## config.mk

```make
export PLATFORM = sky130hd
export DESIGN_NAME = uart_frame_rx
export DESIGN_NICKNAME = d
export VERILOG_FILES = /design/src/rtl/uart_frame_rx.sv
export SDC_FILE = /design/constraint.sdc
export NUM_CORES = 1
export LEC_CHECK = 0
export CAP_MARGIN = 30
export CORE_UTILIZATION = 46
export DETAILED_ROUTE_END_ITERATION = 7
export HOLD_SLACK_MARGIN = 0.12
export PLACE_DENSITY_LB_ADDON = 0.15
export SYNTH_ARGS = -nofsm -noshare
export SYNTH_HDL_FRONTEND = slang
export SYNTH_SLANG_ARGS = --single-unit
```

## constraint.sdc

```tcl
create_clock -name clk -period 6.7 [get_ports clk]
set_clock_uncertainty 0.15 [all_clocks]
set_input_delay 1.34 -clock clk [delete_from_list [all_inputs] [get_ports clk]]
set_output_delay 1.34 -clock clk [all_outputs]
set_load 0.01 [all_outputs]
```

## src/rtl/uart_frame_rx.sv

```systemverilog
// uart_frame_rx: oversampling 8N1 receiver that hunts A5 5A sync and publishes
// checksum-verified 64-byte cube frames.
module uart_frame_rx #(
  parameter int CLK_FREQ     = 100_000_000,
  parameter int BAUD         = 115200,
  parameter int TIMEOUT_BITS = 32
) (
  input  logic         clk,
  input  logic         resetn,
  input  logic         en,
  input  logic         rx,
  output logic [511:0] frame_cube_flat,
  output logic         frame_valid,
  output logic         chk_err,
  output logic [7:0]   err_cnt
);
  localparam int CPB  = CLK_FREQ / BAUD;
  localparam int HALF = CPB / 2;
  localparam int TMO  = TIMEOUT_BITS * CPB;
  localparam int CW   = $clog2(CPB);
  localparam int TW   = $clog2(TMO);

  typedef enum logic [1:0] {IDLE, START, DATA, STOP} bit_st_e;
  typedef enum logic [1:0] {SYNC0, SYNC1, PAYLOAD, CHECK} frm_st_e;

  logic           rx_s1_q, rx_s2_q, rx_prev_q;
  bit_st_e        bst_q;
  logic [CW-1:0]  cnt_q;
  logic [2:0]     bit_idx_q;
  logic [7:0]     shift_q;
  frm_st_e        fst_q;
  logic [5:0]     idx_q;
  logic [7:0]     sum_q;
  logic [511:0]   shadow_q, frame_q;
  logic [TW-1:0]  tmo_q;
  logic           valid_q, err_q;
  logic [7:0]     err_cnt_q;
  logic           fall, sample, byte_done, frm_err, tmo_hit, bad_sum, err_d;

  assign fall      = rx_prev_q & ~rx_s2_q;
  assign sample    = cnt_q == CW'(bst_q == START ? HALF - 1 : CPB - 1);
  assign byte_done = en && bst_q == STOP && sample && rx_s2_q;
  assign frm_err   = en && bst_q == STOP && sample && !rx_s2_q;
  assign tmo_hit   = en && fst_q != SYNC0 && tmo_q == TW'(TMO - 1);
  assign bad_sum   = byte_done && fst_q == CHECK && shift_q != sum_q;
  // a coincident framing error and timeout collapse into one pulse here
  assign err_d     = frm_err | tmo_hit | bad_sum;

  always_ff @(posedge clk or negedge resetn)
    if (!resetn) begin
      rx_s1_q   <= 1'b1;
      rx_s2_q   <= 1'b1;
      rx_prev_q <= 1'b1;
      bst_q     <= IDLE;
      cnt_q     <= '0;
      bit_idx_q <= '0;
      shift_q   <= '0;
    end else begin
      rx_s1_q   <= rx;
      rx_s2_q   <= rx_s1_q;
      rx_prev_q <= rx_s2_q;
      cnt_q     <= (bst_q == IDLE || sample) ? '0 : cnt_q + CW'(1);
      if (!en) bst_q <= IDLE;
      else
        case (bst_q)
          IDLE:  if (fall) bst_q <= START;
          START: if (sample) begin
            bst_q     <= rx_s2_q ? IDLE : DATA;
            bit_idx_q <= '0;
          end
          DATA:  if (sample) begin
            shift_q   <= {rx_s2_q, shift_q[7:1]};
            bit_idx_q <= bit_idx_q + 3'd1;
            if (bit_idx_q == 3'd7) bst_q <= STOP;
          end
          default: if (sample) bst_q <= IDLE;
        endcase
    end

  always_ff @(posedge clk or negedge resetn)
    if (!resetn) begin
      fst_q     <= SYNC0;
      idx_q     <= '0;
      sum_q     <= '0;
      shadow_q  <= '0;
      tmo_q     <= '0;
      frame_q   <= '0;
      valid_q   <= 1'b0;
      err_q     <= 1'b0;
      err_cnt_q <= '0;
    end else begin
      valid_q <= 1'b0;
      err_q   <= err_d;
      if (err_d) err_cnt_q <= err_cnt_q + {7'd0, err_cnt_q != 8'hFF};
      tmo_q <= (!en || fst_q == SYNC0 || byte_done) ? '0 : tmo_q + TW'(1);
      if (!en || err_d) fst_q <= SYNC0;
      else if (byte_done)
        case (fst_q)
          SYNC0: fst_q <= shift_q == 8'hA5 ? SYNC1 : SYNC0;
          SYNC1: begin
            fst_q <= shift_q == 8'h5A ? PAYLOAD : shift_q == 8'hA5 ? SYNC1 : SYNC0;
            idx_q <= '0;
            sum_q <= '0;
          end
          PAYLOAD: begin
            shadow_q[{idx_q, 3'b000} +: 8] <= shift_q;
            sum_q <= sum_q + shift_q;
            idx_q <= idx_q + 6'd1;
            if (idx_q == 6'd63) fst_q <= CHECK;
          end
          default: begin
            frame_q <= shadow_q;
            valid_q <= 1'b1;
            fst_q   <= SYNC0;
          end
        endcase
    end

  assign frame_cube_flat = frame_q;
  assign frame_valid     = valid_q;
  assign chk_err         = err_q;
  assign err_cnt         = err_cnt_q;
endmodule

```

==> impl_metrics.yaml, run 1 <==
outcome:
  status: "finished clean"
grt:
  overflow: 0
  grt_max_degree: 178
  grt_pass1_vias: 31136
  grt_pass1_wl_um: 204900
  grt_usage_pct: 28.18
  antenna_found_initial: 4
timing:
  setup_viol: 0
  min_period_over_period_pct: 66.86
  worstMarginPinSlew_ns: 1.117
  period_minus_slack_ns: 4.480
  relSlewSlack_pct: 25.34
  tns_ns: 0
  fmax_ghz: 0.2232
  finalWorstSetupSlack_ns: 2.220
  hold_viol: 0
  maxSlewViolCount: 0
  rsz0062_at_grt: "no"
yosys:
  yosysWarnings: 0
  yosys-top-cells-count: "nand2_1, dfrtp_1, mux2_2, clkbuf_1, o21ai_0"
  synth_area_mm2: 0.04406
  yosysUniqueCellTypes: 77
  syn-num-nets: 4195
  synthTopCellsByArea: "dfrtp_1, nand2_1, mux2_2"
  synth-edff-count: 0
  synth_ff_type: "dfrtp_1"
  synth_top_area_cell: "dfrtp_1"
  synth.most_common_cell: "nand2_1"
  async_flop_share_pct: 100.0
  synth-seq-area-share_pct: 61.97
  synthesis.instances: 4163
  ys_ff_latch: 1091
  synth_top_area_share_pct: 61.79
  syn_avg_cell_area_um2: 10.58
clock_tree:
  clock_path_buffers: 3
  cts_root_buf: "clkbuf_16"
  cts_tree: "done"
  htree_num_levels: 3
  cts.clk_slew.worst_paths_ns: 0.06
  numCtsBuffers: 111
  cts_resized: 0
  cts.sinks: 1091
  post_cts_buffers: 0
  ctsHoldBuffers: 0
  clkLatencyLatePin_ns: 0.69
placement:
  dp.cells: 5764
  globalplace.congestion: 0.8764
  pre_cts_ws_ns: 1.601
  port_buffers: 525
  dp_hpwl_um: 92430
setup_path:
  crit_chain: "clkdlybuf4s50_1 -> o41a_1 -> and2_1 -> nand4_1 -> buf_4 -> nor2_2 -> mux2_2"
  startpoint: "en"
  crit_slowest_cell: "clkdlybuf4s50_1"
  cp_max_fo: 15
  path_class: "input port to flop"
  start_kind: "input port"
  critical-path-top-delay-family: "simple AND/OR/NAND/NOR gates"
  crit_path_max_incr_delay_ns: 0.73
  setup.worst_path.end_class: "flop"
  cp_num_buf_inv: 2
  crit_arrival_ns: 4.89
  timing.rr.start: "idx_q[1]"
  cp_data_required_time_ns: 7.11
final_layout:
  fin_nets: 4644
  nFillCells: 8300
  layoutNonFillerInstCount: 5965
  drive_gt1_share_pct: 13.55
  antenna_cells: 0
  final_core_util_pct: 57.62
  seqCellArea_mm2: 0.02730
  multi_input_area_mm2: 0.01566
  syn_to_final_growth_pct: 24.24
detailed_routing:
  drt_iter0_drc: 3071
  wire_per_inst_um: 22.97
  firstDrtPassIters: 5
  post-route-drc-count: 0
  ant_nets: 0
  finalWirelength_um: 137000
  num_vias: 32406
  vias_per_cell: 5.433
floorplan:
  ios: 526
  die_area_mm2: 0.09704
  initial_core_util_pct: 46.38
  core-area_mm2: 0.09501
  fp.dieW_um: 311.5
  rows: 113
  die_h_um: 311.5
power_and_ir_drop:
  vdd_drop_max_v: 0.0002180
  p_leak_nw: 27.12
  total_power_mw: 13.27
  power_density_mw_per_mm2: 242.3
flow_run:
  maxCapViolations: 0
worst_hold_path:
  min-delay-start: "rx_s1_q"
  min_path_type: "flop to flop"
[metrics by stage]
step                hold WS [ns]  cell area (um2)
finish                    0.2059            54750
global route              0.2141            54750
floorplan                 0.1952            44060
detailed placement        0.1984            50960
CTS                       0.2076            54750
global placement          0.1980            50370
[kinds of logic (layout without fill, tap and decap cells)]
logic type                 Yosys count  in the layout  synth area share, %
AOI/OAI and AO/OA                  415            415                6.747
xor gates and xnor gates            36             36               0.7155
adders and majority gates           28             28               0.8121
buffers and inverters              286            823                2.740
DFF                               1091           1091                61.97
muxes                              300            300                8.138
and+or+nand+nor                   2007           2007                18.88
[cell usage in the layout (no fill, tap or decap), types with 19 or more instances in the layout]
master	count
clkbuf_1	22
buf_8	26
inv_1	19
o41ai_1	130
buf_4	31
xnor2_1	20
nor2_1	85
nor2_2	23
nand2_1	1682
mux2_2	237
clkbuf_8	27
dfrtp_1	1088
o31ai_1	96
mux2_4	56
clkinv_2	22
nand3_1	76
clkdlybuf4s50_1	524
clkbuf_16	113
and3_1	23
ha_1	27
o21ai_0	146
[layer usage]
| metal | vias up | wire (um) | global-route usage [%] |
|---|---|---|---|
| met5 | - | 17 | 0 |
| met4 | 2 | 5941 | 11.98 |
| met3 | 263 | 9444 | 5.384 |
| met2 | 1087 | 63330 | 43.41 |
| met1 | 16307 | 58290 | 39.08 |
| li1 | 14747 | - | - |
[final cells by class]
type | count | area share [%]
multi-input cells | 2786 | 28.60
clock buffers | 162 | 5.995
inverters | 19 | 0.1303
flip-flops and latches | 1091 | 49.88
well taps | 1265 | 2.891
repair buffers | 603 | 11.59
clock inverters | 39 | 0.9188
[where the power goes]
group          leakage [nW]  internal [mW]  switching (mW)
clock network          1.88           3.81            2.62
logic                  10.0         0.0383           0.181
registers              15.2           6.60          0.0157
total                  27.1           10.4            2.82
[final timing paths]
path	end	slack [ns]	depth (start not counted)
max	shadow_q[438]	2.22	7
min	rx_s2_q	0.21	0
max reg2reg	shadow_q[438]	2.31	7
min reg2reg	rx_s2_q	0.21	0
max in group asynchronous	frame_cube_flat[162]	4.26	2
min in group asynchronous	frame_cube_flat[354]	0.54	1
[sequential cells by signal, summed over array words and instances, names as in the netlist]
register	flops
tmo_q	15
fst_q	2
rx_s2_q	1
chk_err	1
cnt_q	10
err_cnt	8
rx_prev_q	1
idx_q	6
frame_cube_flat	512
sum_q	8
frame_valid	1
bst_q	2
shift_q	8
bit_idx_q	3
rx_s1_q	1
shadow_q	512
[worst register-to-register path, delay by kind of cell, from the launching register on]
family                   cells  cell delay [ns]
adder cells (fa/ha/maj)      1             0.47
buffers and inverters        1             0.15
flip-flops                   1             0.54
XOR/XNOR                     1             0.88
multiplexers                 1             0.42
AND/OR/NAND/NOR              3             1.66
Note: power is estimated with default switching activity, not from simulation.
==> run 2: changes to the inputs <==
- clock period: 6.7 -> 3.9 ns (I/O delays scaled with it)
==> impl_metrics.yaml, run 2 (synthesis results as in run 1) <==
clock_tree:
  cts_root_buf: "clkbuf_16"
  numCtsBuffers: 111
  htree_num_levels: 3
  cts_tree: "done"
  clock_path_buffers: 3
  cts.sinks: 1091
  cts_resized: 0
  clkLatencyLatePin_ns: 0.69
  cts.clk_slew.worst_paths_ns: 0.06
detailed_routing:
  post-route-drc-count: 0
  ant_nets: 0
  vias_per_cell: 5.417
  drt_iter0_drc: 3119
  firstDrtPassIters: 5
  finalWirelength_um: 139700
  wire_per_inst_um: 22.99
  num_vias: 32914
power_and_ir_drop:
  power_switching_mw: 4.813
  clkPwrFrac_pct: 48.1
  internal_power_mw: 17.91
  power_density_mw_per_mm2: 408.9
  switching_share_pct: 21.19
  p_leak_nw: 27.58
  seqPwrFrac_pct: 50.1
  vdd_drop_max_v: 0.0003995
  p_comb_share_pct: 1.8
placement:
  globalplace.congestion: 0.9318
  port_buffers: 525
  dp.cells: 5871
  dp_hpwl_um: 96780
final_layout:
  syn_to_final_growth_pct: 26.11
  layoutNonFillerInstCount: 6076
  final_common_cell: "nand2_1"
  final_cell_mix: "nand2_1, dfrtp_1, clkdlybuf4s50_1"
  nFillCells: 8091
  drive_gt1_share_pct: 15.24
  fin_nets: 4752
setup_path:
  cp_num_buf_inv: 1
  critical-path-top-delay-family: "simple AND/OR/NAND/NOR gates"
  start_kind: "flop"
  path_class: "flop to flop"
  crit_chain: "inv_1 -> ha_1 -> or4b_4 -> o41a_1 -> and2_1 -> nand3_1 -> or2_1 -> mux2_2"
  crit_path_max_incr_delay_ns: 0.58
  crit_slowest_cell: "or4b_4"
  cp_max_fo: 11
  setup.worst_path.end_class: "flop"
  cp_data_required_time_ns: 4.32
  crit_arrival_ns: 4.01
timing:
  tns_ns: 0
  period_minus_slack_ns: 3.594
  maxSlewViolCount: 0
  hold_viol: 0
  fmax_ghz: 0.2782
  worstMarginPinSlew_ns: 1.003
  rsz0062_at_grt: "no"
  setup_viol: 0
  min_period_over_period_pct: 92.16
  relSlewSlack_pct: 33.11
outcome:
  status: "finished clean"
floorplan:
  ios: 526
  initial_core_util_pct: 46.38
  fp.dieW_um: 311.5
  die_area_mm2: 0.09704
  rows: 113
  core-area_mm2: 0.09501
  die_h_um: 311.5
grt:
  antenna_found_initial: 3
  grt_usage_pct: 28.72
  grt_pass1_wl_um: 209300
  grt_pass1_vias: 32275
  grt_max_degree: 124
  overflow: 0
flow_run:
  maxCapViolations: 0
worst_hold_path:
  min_path_type: "flop to flop"
## run 2: cell count changes in the layout (fill, tap and decap cells not counted), sizes merged
cell         previous run  this run
clkbuf                162       172
dlygate4sd3             0         1
clkinvlp                1         6
bufinv                 11        10
buf                    79       186
diode                   0         2
clkinv                 23        12
inv                    23        21
## run 2: area by class of cell
type	count	area (um2)	share of cell area [%]
Timing Repair Buffer	711	7204	12.96
Multi-Input combinational cell	2786	15660	28.17
Clock buffer	172	3311	5.958
Sequential cell	1091	27300	49.14
Antenna cell	2	5.005	0.009006
Clock inverter	30	434.2	0.7813
Inverter	19	71.32	0.1283
Tap cell	1265	1583	2.848
## run 2: metal layers
layer	up-vias	global-route usage [%]	part of all wire, %
li1	14957	-	-
met1	16630	39.58	43
met2	1099	45.36	47
met3	226	5.038	6.6
met4	2	11.15	3.8
met5	-	0	0.010
## run 2: repair_timing
action / CTS / global route
setup buffers: 0 / 0
hold buffers: 1 / 0
hold endpoints to repair: 51 / 0
## run 2: power groups by stage
stage / logic (mW) / clock network [mW] / registers, mW
6_report: 0.410 / 10.9 / 11.4
5_1_grt: 0.483 / 11.5 / 11.4
3_5_place_dp: 0.425 / 0 / 11.6
2_1_floorplan: 0.105 / 0 / 11.6
3_3_place_gp: 0.419 / 0 / 11.6
4_1_cts: 0.426 / 11.1 / 11.4
## run 2: worst paths after layout
kind / from / end / slack [ns] / cells past startpoint
min reg2reg: rx_s1_q / rx_s2_q / 0.20 / 0
min in group asynchronous: resetn / shadow_q[437] / 0.52 / 2
max in group asynchronous: resetn / rx_s2_q / 1.93 / 4
max reg2reg: fst_q[0] / shadow_q[389] / 0.31 / 8
min: rx_s1_q / rx_s2_q / 0.20 / 0
max: fst_q[0] / shadow_q[389] / 0.31 / 8
## run 2: stage by stage
stage | worst slack (ns) | utilization, % | hold WS [ns] | total power [mW] | area [um2]
finish | 0.3058 | 58.49 | 0.2047 | 22.72 | 55570
global route | 0.1625 | 58.48 | 0.2091 | 23.38 | 55560
CTS | 0.3479 | 58.48 | 0.2054 | 22.88 | 55560
detailed placement | 0.1668 | 54.53 | 0.1968 | 12.01 | 51810
global placement | 0.1232 | 54.36 | 0.1964 | 12.00 | 51640
floorplan | 0.5365 | - | 0.1952 | 11.68 | 44060
